File: src/rtl/varredura_matriz_irrigacao.sv
// Column-scan controller for the 5x7 irrigation LED matrix: one-hot column select
// with programmable dwell, blank gap between columns, and per-frame mode latching.
module varredura_matriz_irrigacao #(
    parameter int DIV       = 50000,
    parameter int BLANK_CYC = 2,
    parameter int CW        = 16
) (
    input  logic       clk,
    input  logic       reset,
    input  logic       en,
    input  logic       aspersao_in,
    input  logic       gotejamento_in,
    output logic [4:0] col,
    output logic [2:0] col_idx,
    output logic       aspersao,
    output logic       gotejamento,
    output logic       frame_fim
);

    typedef enum logic [1:0] {IDLE, LATCH, SHOW, BLANK} state_t;

    localparam logic [CW-1:0] DIV_LAST   = CW'(DIV - 1);
    localparam logic [CW-1:0] BLANK_LAST = (BLANK_CYC > 0) ? CW'(BLANK_CYC - 1) : '0;

    state_t        state_q, state_n;
    logic [CW-1:0] cnt_q, cnt_n;
    logic [2:0]    idx_q, idx_n;
    logic          asp_q, asp_n;
    logic          got_q, got_n;
    logic [4:0]    col_n;
    logic          ff_n;

    always_ff @(posedge clk) begin
        if (reset) begin
            state_q   <= IDLE;
            cnt_q     <= '0;
            idx_q     <= '0;
            asp_q     <= 1'b0;
            got_q     <= 1'b0;
            col       <= '0;
            frame_fim <= 1'b0;
        end else begin
            state_q   <= state_n;
            cnt_q     <= cnt_n;
            idx_q     <= idx_n;
            asp_q     <= asp_n;
            got_q     <= got_n;
            col       <= col_n;
            frame_fim <= ff_n;
        end
    end

    always_comb begin
        state_n = state_q;
        cnt_n   = cnt_q;
        idx_n   = idx_q;
        asp_n   = asp_q;
        got_n   = got_q;

        case (state_q)
            IDLE: begin
                cnt_n = '0;
                idx_n = '0;
                if (en) state_n = LATCH;
            end
            LATCH: begin
                asp_n   = aspersao_in;
                got_n   = gotejamento_in;
                idx_n   = '0;
                cnt_n   = '0;
                state_n = SHOW;
            end
            SHOW: begin
                if (cnt_q == DIV_LAST) begin
                    cnt_n = '0;
                    if (BLANK_CYC > 0) begin
                        state_n = BLANK;
                    end else if (idx_q == 3'd4) begin
                        state_n = LATCH;
                        idx_n   = '0;
                    end else begin
                        idx_n = idx_q + 3'd1;
                    end
                end else begin
                    cnt_n = cnt_q + 1'b1;
                end
            end
            BLANK: begin
                if (cnt_q == BLANK_LAST) begin
                    cnt_n = '0;
                    if (idx_q == 3'd4) begin
                        state_n = LATCH;
                        idx_n   = '0;
                    end else begin
                        state_n = SHOW;
                        idx_n   = idx_q + 3'd1;
                    end
                end else begin
                    cnt_n = cnt_q + 1'b1;
                end
            end
            default: state_n = IDLE;
        endcase

        // Dropping enable abandons the frame; the latched mode pair is kept.
        if (state_q != IDLE && !en) begin
            state_n = IDLE;
            cnt_n   = '0;
            idx_n   = '0;
            asp_n   = asp_q;
            got_n   = got_q;
        end

        // Outputs are registered, so they are derived from the next state.
        col_n = (state_n == SHOW) ? (5'b00001 << idx_n) : 5'b00000;
        ff_n  = (state_n == SHOW) && (idx_n == 3'd4) && (cnt_n == DIV_LAST);
    end

    assign col_idx     = idx_q;
    assign aspersao    = asp_q;
    assign gotejamento = got_q;

endmodule

File: config.mk
export PLATFORM = sky130hd
export DESIGN_NAME = varredura_matriz_irrigacao
export DESIGN_NICKNAME = d
export VERILOG_FILES = /design/src/rtl/varredura_matriz_irrigacao.sv
export SDC_FILE = /design/constraint.sdc
export NUM_CORES = 1
export LEC_CHECK = 0
export BUFFER_PORTS_ARGS = -buffer_cell sky130_fd_sc_hd__buf_2
export CAP_MARGIN = 10
export CORE_MARGIN = 3
export CORE_UTILIZATION = 40
export DETAILED_ROUTE_END_ITERATION = 8
export GPL_ROUTABILITY_DRIVEN = 0
export SLEW_MARGIN = 20
export SYNTH_ARGS = -nofsm -noshare
export SYNTH_HDL_FRONTEND = slang
export SYNTH_SLANG_ARGS = --single-unit
File: constraint.sdc
create_clock -name clk -period 2.1 [get_ports clk]
set_input_delay 0.105 -clock clk [delete_from_list [all_inputs] [get_ports clk]]
set_output_delay 0.105 -clock clk [all_outputs]
set_load 0.05 [all_outputs]
Yosys cells after proc, flatten, opt, wreduce, memory -nomap -nowiden. Index checks and enable logic that the tools add are counted.

Bits of input ports: 5. Logic and storage cells: 44. Output and inout port bits: 11. Flip-flop bits (word level): 29.

Bitwise gates (word level): 2. Reduce and logical (&&, ||, !) cells: 9. Shift operators: 1. Eq/ne operators: 9. Add/sub/neg operators: 2. Mux-type cells: 14.

Operators with widths (number): $mux 16 (3); $pmux 16 s3 (1); $eq 16x16->1 const B (2); $add 16x1->16 const B (1); $eq 16x1->1 const B (1); $mux 2 (5); $mux 3 (3); $pmux 3 s3 (1); $pmux 2 s4 (1); $eq 2x2->1 const B (3); $eq 3x3->1 const B (2); $shl 1x3->5 const A (1); $reduce_or 2->1 (2); $add 3x1->3 const B (1); $logic_and 1x1->1 (3); $eq 2x1->1 const B (1); $logic_not 2->1 (1); $not 1->1 (2); $reduce_and 2->1 (1); $reduce_bool 2->1 (1); $logic_not 1->1 (1).

Depth between registers and ports, before layout. Gate-level depths: netlist (run 1).

Depth in word-level cells: 8. Depth in mapped cells: 9. Mapped depth without buffers: 8.

Least setup slack after synthesis (run 1). No wires, ideal clock.

Kind: flip-flop to flip-flop. Start point: reg cnt_q[0]. End point: reg cnt_q[13]. Data required time: 2036 ps. Stages on the path, launching flop included: 10. Data arrival time: 1908 ps. Buffers on the path: 2. Clock period less this slack: 1972 ps. Path slack: 128 ps. Cells stage by stage: dfxtp_1 ha_1 nand3_2 nor3_1 a311oi_1 a31oi_1 or3_1 buf_2 buf_2 nor2_1.

Longest elaborated chain between the ends: 4.

Ends and longest elaborated chain: from (decl) (RTL line 26) `logic [CW-1:0] cnt_q, cnt_n;`; from (signal assigned) (RTL line 44) `cnt_q <= cnt_n;`; $add 16x1->16, or another cell as far along (RTL line 85, 99); $mux 16, on equally long branches (RTL line 89, 74); $pmux 16 s3 * (RTL line 60) `case (state_q)`; $mux 16 * (RTL line 106) `if (state_q != IDLE && !en) begin`.

Mark *: on every way between the ends. The rest lies on a longest branch, timed or not. A chain may end at the register's enable or synchronous reset.

Final worst setup path (run 1).
Start point: reg cnt_q[4]. End point: reg frame_fim.

Longest elaborated chain between the ends: 7.

Ends and longest elaborated chain: branches (longest 6 deep; another with $add 16x1->16); $logic_and 1x1->1 * (RTL line 116) `ff_n = (state_n == SHOW) && (idx_n == 3'd4) && (cnt_n == DIV_LAST);`; to (signal assigned) (RTL line 49) `frame_fim <= ff_n;`; to (decl) (RTL line 17) `output logic frame_fim`.

Mark *: on every way between the ends.

==> metrics.csv, run 1 <==
metric;value;unit
cp_slowest_cell;or3b_1;
drtPass1Iterations;4;
h-tree-depth;2;
path_cells;nor4_4 > nand4_1 > or3b_1 > a21o_1 > nor3_2 > and3_1;
syn_nets;176;
drive_above_1_share;0.236;
async_reset_ff_frac;0;
fin_nets;203;
mostFrequentLayoutCells;dfxtp_1 (28), nor2_1 (24), buf_2 (15), nor3_1 (12);
port-buffer-count;15;
syn_area;1450;sq um
ioPinCount;16;
antenna_found_initial;0;
area_growth;19.3;%
tightest_slew;0.374;ns
wl_per_cell;13.4;um
num_rows;21;
clkLatencyLatePin;0.33;ns
cts.clk_slew.worst_paths;0.08;ns
clkSinkCount;29;
ant_nets;0;
peakVddDrop;286;uV
grt_usage;0.172;
crit_type;reg2reg;
max_freq;510;MHz
fin_crit_sh;0.934;
insertedDiodeCount;0;
clock_path_buffers;2;
synthTopCellsByArea;dfxtp_1 (40%), nor2_1 (6.2%), xor2_1 (5.4%);
slew_headroom;0.748;
outcome;complete, no violations;
synth_edf_count;0;
whs_endpoint;aspersao$_SDFFE_PP0P_;
seq_area_frac_synth;0.401;
die-area;4380;sq um
die_y;66.2;um
layout_commonest_cell;dfxtp_1;
finalSetupViolCount;0;
arrival;2.24;ns
drt_wl_total;3.24;mm
crit_fanout;6;
endpoint_kind;register;
drc;0;
vias;1280;
hold_path_class;in2reg;
yosys_register_bits;29;
fp.dieW;66.2;um
r2r_end;frame_fim$_SDFF_PP0_;
synthFlopType;dfxtp_1;
fin_skew;0.0105;ns
fillers;351;
r2r-start;cnt_q[4]$_SDFF_PP0_;
yosys.cell_types.count;39;
postSynthAreaPerCell;8.67;sq um
root_buffer;clkbuf_4;
worst_ep_required_time;2.38;ns
start_kind;register;
netlist_instances;167;
cts_hold_buf;0;
yosys.area.top_type;dfxtp_1;
drt-initial-drc-count;67;
coreArea;3420;sq um
viasPerCell;5.31;
grt_pass1_vias;1188;
finalMaxSlewViolations;0;
slowest_delay;0.40;ns
power_leakage;0.662;nW
fin_tns_setup;0;ns
worstHoldStart;aspersao_in;
grt_overflow_total;0;
place_hpwl;2.43;mm
yosys_warnings;0;
cellPowerDensity;528;nW/um^2
cts_buffers;5;
utilization;0.505;
hold_ws;0.0117;ns
initial_core_util;0.424;
hold_path_depth;3;
drv_cap;0;
reg2regPathDepth;6;
synth_top_cell_area_share;0.401;
finalHoldViolCount;0;
grt_max_degree;17;
regToRegSetupSlack;0.14;ns
grt_pass1_wl;5.53;mm
p_total;0.000911;W
period_needed;1.96;ns
cts_tree;built;
final cells by class:
cell class                      instances  area (sq um)  share of cell area
Timing Repair Buffer                   26           158              0.0913
Inverter                                8          30.0              0.0174
Sequential cell                        29           582               0.337
Multi-Input combinational cell        124           848               0.491
Tap cell                               46          57.6              0.0333
Clock buffer                            6          41.3              0.0239
Clock inverter                          2          10.0             0.00580
worst max-delay path by stage:
stage                        start                   end  slack (ns)  cells past startpoint
3_5_place_dp   cnt_q[0]$_SDFF_PP0_  frame_fim$_SDFF_PP0_       -0.02                      7
6_report       cnt_q[4]$_SDFF_PP0_  frame_fim$_SDFF_PP0_        0.14                      6
3_3_place_gp   cnt_q[0]$_SDFF_PP0_  frame_fim$_SDFF_PP0_        0.12                      7
2_1_floorplan  cnt_q[0]$_SDFF_PP0_  cnt_q[13]$_SDFF_PP0_        0.13                      9
5_1_grt        cnt_q[1]$_SDFF_PP0_  frame_fim$_SDFF_PP0_       -0.02                      8
4_1_cts        cnt_q[0]$_SDFF_PP0_   cnt_q[6]$_SDFF_PP0_       0.009                      7
logic make-up (layout without fill, tap and decap cells):
kind of cell	Yosys count	count (layout)	share of synthesized area
flip-flops	29	29	0.401
AND/OR/NAND/NOR	82	82	0.311
XOR/XNOR	17	17	0.103
multiplexers	4	4	0.0285
AO/OA/AOI/OAI	16	16	0.0735
adder cells (fa/ha/maj)	5	5	0.0415
buffers and inverters	14	42	0.0415
per-layer routing:
metal	global-route usage	part of all wire
met4	0.119	0.037
met2	0.269	0.48
met5	0	0
met3	0.0476	0.033
met1	0.200	0.45
through the flow:
stage	std cells	setup slack, ns	cell area [sq um]
floorplan	167	0.128	1450
global placement	232	0.118	1630
detailed placement	232	-0.0245	1630
CTS	240	0.00945	1680
global route	241	-0.0185	1730
finish	241	0.138	1730
timing repair:
action                                  4_1_cts  5_1_grt
endpoints found under the setup margin        1       20
pin swaps                                     1        4
buffers inserted                              0        1
gates resized for setup                       1        6
cells in the mapped netlist, types with 3 or more instances:
cell and number:
xnor2_1 8, mux2i_1 3, nor2_1 24, nand4_1 6
nor4_1 5, a21oi_1 3, a31oi_1 4, nand2_1 7
dfxtp_1 29, inv_1 8, ha_1 4, buf_2 6
nor3_1 12, nand3_1 11, xor2_1 9
report_power, final:
part	switching [W]	total, W	internal, W	leakage, nW
clock network	0.000186	0.000313	0.000127	0.0320
logic	0.0000248	0.0000408	0.0000160	0.396
registers	0.00000307	0.000557	0.000554	0.234
total	0.000214	0.000911	0.000697	0.662
registers in the layout, summed over array words and instances, names as in the netlist:
| name | count |
|---|---|
| state_q | 2 |
| aspersao | 1 |
| gotejamento | 1 |
| col | 5 |
| col_idx | 3 |
| cnt_q | 16 |
| frame_fim | 1 |
worst max-delay path: cells and delay by family (launching register included):
kind | cells | cell delay [ns]
flops | 1 | 0.39
compound gates | 1 | 0.20
simple gates | 5 | 1.32
Note: power is estimated with default switching activity, not from simulation.
==> run 2: changes to the inputs <==
--- a/config.mk
+++ b/config.mk
@@ -11,6 +11,7 @@
 export CORE_UTILIZATION = 40
 export DETAILED_ROUTE_END_ITERATION = 8
 export GPL_ROUTABILITY_DRIVEN = 0
+export PLACE_DENSITY = 0.65
 export SLEW_MARGIN = 20
 export SYNTH_ARGS = -nofsm -noshare
 export SYNTH_HDL_FRONTEND = slang
==> run 2 against run 1 <==
Against the previous run:
- global-route usage fell by 0.46 points
- critical endpoint is now cnt_q[8]$_SDFF_PP0_
- design area rose by 2.3%
- largest cell class unchanged
- fmax fell by 1.0%
- flip-flop and latch count did not move
- clock-buffer cell count fell by 1
- combinational power rose by 3%
==> metrics.csv, run 2 (same netlist as run 1, synthesis figures left out) <==
metric;value;unit
outcome;complete, no violations;
slew_headroom;0.769;
coreArea;3420;sq um
largest_register_ffs;16;
finalSetupViolCount;0;
arrival;2.25;ns
mostFrequentLayoutCells;dfxtp_1 (28), nor2_1 (24), buf_2 (15), nor3_1 (11);
rsz0062_at_grt;false;
clkPwrFrac;0.487;
vias;1270;
port-buffer-count;15;
power_leakage;0.657;nW
grt_usage;0.167;
cellPowerDensity;661;nW/um^2
drv_cap;0;
viasPerCell;5.29;
p_sw;0.000229;W
cts_tree;built;
area_growth;22.0;%
ant_nets;0;
grt_max_degree;17;
drc;0;
p_sw_frac;0.196;
seq_power_share;0.477;
ioPinCount;16;
fp.dieW;66.2;um
cts.clk_slew.worst_paths;0.10;ns
insertedDiodeCount;0;
placed_cells;230;
place_hpwl;2.33;mm
hold_path_class;in2reg;
drtPass1Iterations;4;
fin_nets;202;
crit_type;reg2reg;
clkSinkCount;29;
finalMaxSlewViolations;0;
peakVddDrop;341;uV
max_freq;504;MHz
h-tree-depth;2;
intPower;0.000938;W
tightest_slew;0.343;ns
drt_wl_total;3.20;mm
period_needed;1.98;ns
initial_core_util;0.424;
worst_ep_required_time;2.36;ns
grt_pass1_vias;1257;
die_y;66.2;um
die-area;4380;sq um
p_comb_frac;0.036;
grt_pass1_wl;5.63;mm
wl_per_cell;13.3;um
endpoint_kind;register;
clkLatencyLatePin;0.33;ns
fin_skew;0.0118;ns
start_kind;register;
drive_above_1_share;0.242;
regMostFlops;cnt_q;
crit_fanout;16;
fin_tns_setup;0;ns
antenna_found_initial;0;
finalHoldViolCount;0;
fin_cells;240;
grt_overflow_total;0;
drt-initial-drc-count;71;
layout_commonest_cell;dfxtp_1;
cts_buffers;5;
fin_crit_sh;0.944;
root_buffer;clkbuf_4;
clock_path_buffers;2;
num_rows;21;
==> run 2: what timing repair did <==
action / 4_1_cts / 5_1_grt
hold buffers: 0 / 0
buffers inserted: 0 / 2
resized for setup: 0 / 7
endpoints found under the setup margin: 0 / 21
==> run 2: final timing paths <==
kind / start / end / slack (ns) / cells after the start
setup / recovery: cnt_q[0]$_SDFF_PP0_ / cnt_q[8]$_SDFF_PP0_ / 0.12 / 8
hold / removal: gotejamento_in / gotejamento$_SDFFE_PP0P_ / 0.02 / 3
setup reg to reg: cnt_q[0]$_SDFF_PP0_ / cnt_q[8]$_SDFF_PP0_ / 0.12 / 8
hold reg to reg: cnt_q[0]$_SDFF_PP0_ / cnt_q[0]$_SDFF_PP0_ / 0.48 / 1
==> run 2: critical path: stages, from the launching register on <==
cell and delay (ns):
dfxtp_2 0.36, ha_1 0.25, nand3_2 0.13, nor3_2 0.06, a311oi_2 0.31, a31oi_1 0.10, or3_1 0.35, buf_4 0.20
nor2b_1 0.16
==> run 2: area by class of cell <==
type / instances / area [sq um]
flip-flops and latches: 29 / 582
fillers: 334 / 1650
inverters: 8 / 30.0
clock inverters: 3 / 65.1
repair buffers: 25 / 150
multi-input cells: 124 / 845
clock buffers: 5 / 37.5
well taps: 46 / 57.6
==> run 2: metrics by stage <==
stage | utilization | setup slack [ns] | hold WS, ns | cell area, sq um | power, W
4_1_cts | 0.501 | 0.0128 | 0.0149 | 1710 | 0.00118
6_report | 0.517 | 0.118 | 0.0188 | 1770 | 0.00117
3_5_place_dp | 0.471 | 0.0568 | 0.364 | 1610 | 0.000609
3_3_place_gp | 0.471 | 0.0927 | 0.339 | 1610 | 0.000608
5_1_grt | 0.517 | 0.0147 | 0.0268 | 1770 | 0.00121
2_1_floorplan | - | 0.128 | 0.177 | 1450 | 0.000593
==> run 2: power groups by stage <==
stage          registers [W]  clock network (W)  logic (W)
6_report            0.000557           0.000569  0.0000419
2_1_floorplan       0.000576                  0  0.0000171
4_1_cts             0.000557           0.000582  0.0000405
5_1_grt             0.000558           0.000606  0.0000460
3_3_place_gp        0.000569                  0  0.0000385
3_5_place_dp        0.000570                  0  0.0000397
==> run 2: per-layer routing <==
metal,track usage,share of wire
met1,0.212,0.48
met2,0.259,0.44
met3,0.0374,0.056
met4,0.0939,0.019
met5,0,0
==> run 3: changes to the inputs <==
--- a/config.mk
+++ b/config.mk
@@ -5,6 +5,7 @@
 export SDC_FILE = /design/constraint.sdc
 export NUM_CORES = 1
 export LEC_CHECK = 0
+export ABC_AREA = 1
 export BUFFER_PORTS_ARGS = -buffer_cell sky130_fd_sc_hd__buf_2
 export CAP_MARGIN = 10
 export CORE_MARGIN = 3
==> run 3 against run 2 <==
Against the previous run:
- sequential share of layout area down 1.7 points
- utilization is 3.2 points lower
- hold slack improved by 0.052 ns
- die area is 14% higher
- area after synthesis grew 15%
- via count increased by 26%
- design area up 5.2%
==> metrics.csv, run 3 <==
metric;value;unit
vias;1606;
rsz0062_at_grt;false;
ant_nets;0;
crit_start;cnt_q[0]$_SDFF_PP0_;
fp.dieW;70.6;um
insertedDiodeCount;0;
yosys_register_bits;29;
area_growth;11.5;%
regMostFlops;cnt_q;
worstSetupPathDepth;10;
peakVddDrop;309;uV
crit_family;simple AND/OR/NAND/NOR gates;
finalSetupViolCount;0;
fin_tns_setup;0;ns
grt_pass1_wl;6.44;mm
synth_top_cell_area_share;0.348;
cts_setup_buffers;0;
worst_ep_required_time;2.28;ns
post_cts_resized;0;
grtUsageMet2;0.245;
crit_path_end;col[3]$_SDFF_PP0_;
outcome;complete, no violations;
coreArea;3830;sq um
yosys_warnings;0;
syn_nets;272;
start_kind;register;
seq_area_frac_synth;0.348;
slowest_delay;0.44;ns
port-buffer-count;15;
syn_area;1670;sq um
layout_commonest_cell;nand2_1;
path_common_cell;nand2_1;
root_buffer;clkbuf_8;
ioPinCount;16;
synth_compound_area_frac;0.0435;
largest_register_ffs;16;
initial_core_util;0.436;
arrival;1.96;ns
crit_type;reg2reg;
drv_cap;0;
cp_slowest_cell;dfxtp_1;
yosys.cell_types.count;24;
synthFlopType;dfxtp_1;
cellPowerDensity;567;nW/um^2
r2r-start;cnt_q[0]$_SDFF_PP0_;
die-area;4980;sq um
num_rows;22;
drc;0;
synth_edf_count;0;
antenna_found_initial;0;
yosys.area.top_type;dfxtp_1;
clkSinkCount;29;
cts_tree;built;
regToRegSetupSlack;0.31;ns
synthSimpleGateAreaFrac;0.464;
fin_crit_sh;0.851;
grt_overflow_total;0;
place_hpwl;2.78;mm
globalRouteMet3Util;0.0398;
reg2regPathDepth;10;
viasPerCell;4.85;
fin_cells;331;
h-tree-depth;2;
placed_cells;323;
drive_above_1_share;0.138;
power_leakage;0.833;nW
r2r_end;col[3]$_SDFF_PP0_;
grt_pass1_vias;1476;
endpoint_kind;register;
tightest_slew;0.298;ns
cts_hold_buf;0;
synthTopCellsByArea;dfxtp_1 (35%), nand2_1 (16%), nor2_1 (14%);
finalHoldViolCount;0;
grt_use_met1;0.216;
grt_usage;0.158;
wl_per_cell;10.9;um
drtPass1Iterations;4;
cts.clk_slew.worst_paths;0.06;ns
mostFrequentLayoutCells;nand2_1 (71), nor2_1 (62), inv_1 (32), dfxtp_1 (29), nand3_1 (18);
fin_skew;0.00526;ns
crit_fanout;7;
synth_common_cells;nand2_1 (71), nor2_1 (62), inv_1 (32), dfxtp_1 (29), nand3_1 (18);
period_needed;1.79;ns
grt_max_degree;15;
clock_path_buffers;2;
async_reset_ff_frac;0;
drt_wl_total;3.62;mm
hold_path_class;in2reg;
finalMaxSlewViolations;0;
synth-adder-area-share;0.0300;
cts_buffers;5;
netlist_instances;263;
max_freq;559;MHz
path_cells;ha_1 > nand3_1 > nor2_1 > nand2_1 > a21boi_0 > nand2_1 > nand2_1 > inv_1 > nand3b_1 > nor2_1;
muxShareOfSynthArea;0;
yosysMostFrequentCell;nand2_1;
postSynthAreaPerCell;6.34;sq um
clkLatencyLatePin;0.28;ns
top_usage_layer;met2;
drt-initial-drc-count;86;
synth_top_family_by_area;simple AND/OR/NAND/NOR gates;
synth_xor_area_frac;0.0263;
die_y;70.6;um
fin_nets;291;
crit_buf_inv;1;
slew_headroom;0.801;
-- run 3: changes by cell type in the layout (fill, tap and decap cells not counted), sizes merged, moves of 4 or more --
cell   before  now
nand2       7   75
nor2       24   70
inv         8   32
nor3       13    1
buf        25   15
nand3      12   20
xnor2       8    0
nor4        7    0
a31oi       4    0
xor2        9    5
-- run 3: worst register-to-register path, cell delays in order (launching register included) --
cell	delay [ns]
dfxtp_1	0.44
ha_1	0.25
nand3_1	0.18
nor2_1	0.16
nand2_1	0.09
a21boi_0	0.17
nand2_1	0.09
nand2_1	0.09
inv_1	0.06
nand3b_1	0.10
nor2_1	0.05
-- run 3: power by group --
part	leakage, nW	internal [W]	switching, W
Sequential	0.234	0.000555	0.00000387
Clock	0.0450	0.000229	0.000221
Combinational	0.554	0.0000131	0.0000321
Total	0.833	0.000797	0.000257
-- run 3: how the worst min path moves through the flow --
stage	start	to	slack (ns)	depth (start not counted)
after floorplan	en	state_q[1]$_SDFF_PP0_	0.24	2
after global placement	gotejamento_in	gotejamento$_SDFFE_PP0P_	0.36	3
after detailed placement	gotejamento_in	gotejamento$_SDFFE_PP0P_	0.37	3
after CTS	gotejamento_in	gotejamento$_SDFFE_PP0P_	0.07	3
after global routing	gotejamento_in	gotejamento$_SDFFE_PP0P_	0.09	3
final	gotejamento_in	gotejamento$_SDFFE_PP0P_	0.07	3
-- run 3: cells by family (layout without fill, tap and decap cells) --
kind of cell,after synthesis,count (layout)
simple gates,178,178
xor+xnor,5,5
fa+ha+maj,4,4
flops,29,29
compound gates,12,12
buf+inv,35,55
-- run 3: cell type report --
cell class,count,area (sq um)
clock buffer,6,72.6
clock inverter,2,10.0
fill,418,1970
inverter,32,120
multi-input combinational,199,940
sequential,29,581
tap,48,60.1
timing repair buffer,15,75.1
-- run 3: routing by layer --
metal,part of all wire,routed length [um],up-vias
met5,0,0,-
met4,0.013,47,0
met3,0.051,185,9
met2,0.43,1580,32
met1,0.50,1820,710
li1,-,-,855
-- run 3: per-stage QoR --
| step | hold slack, ns | cell area (sq um) | util | worst slack (ns) | power [W] |
|---|---|---|---|---|---|
| 6_report | 0.0711 | 1860 | 0.486 | 0.312 | 0.00105 |
| 5_1_grt | 0.0883 | 1860 | 0.486 | 0.125 | 0.00109 |
| 4_1_cts | 0.0728 | 1860 | 0.486 | 0.335 | 0.00107 |
| 3_5_place_dp | 0.365 | 1780 | 0.464 | 0.362 | 0.000617 |
| 3_3_place_gp | 0.357 | 1780 | 0.464 | 0.366 | 0.000616 |
| 2_1_floorplan | 0.240 | 1670 | - | 0.343 | 0.000605 |
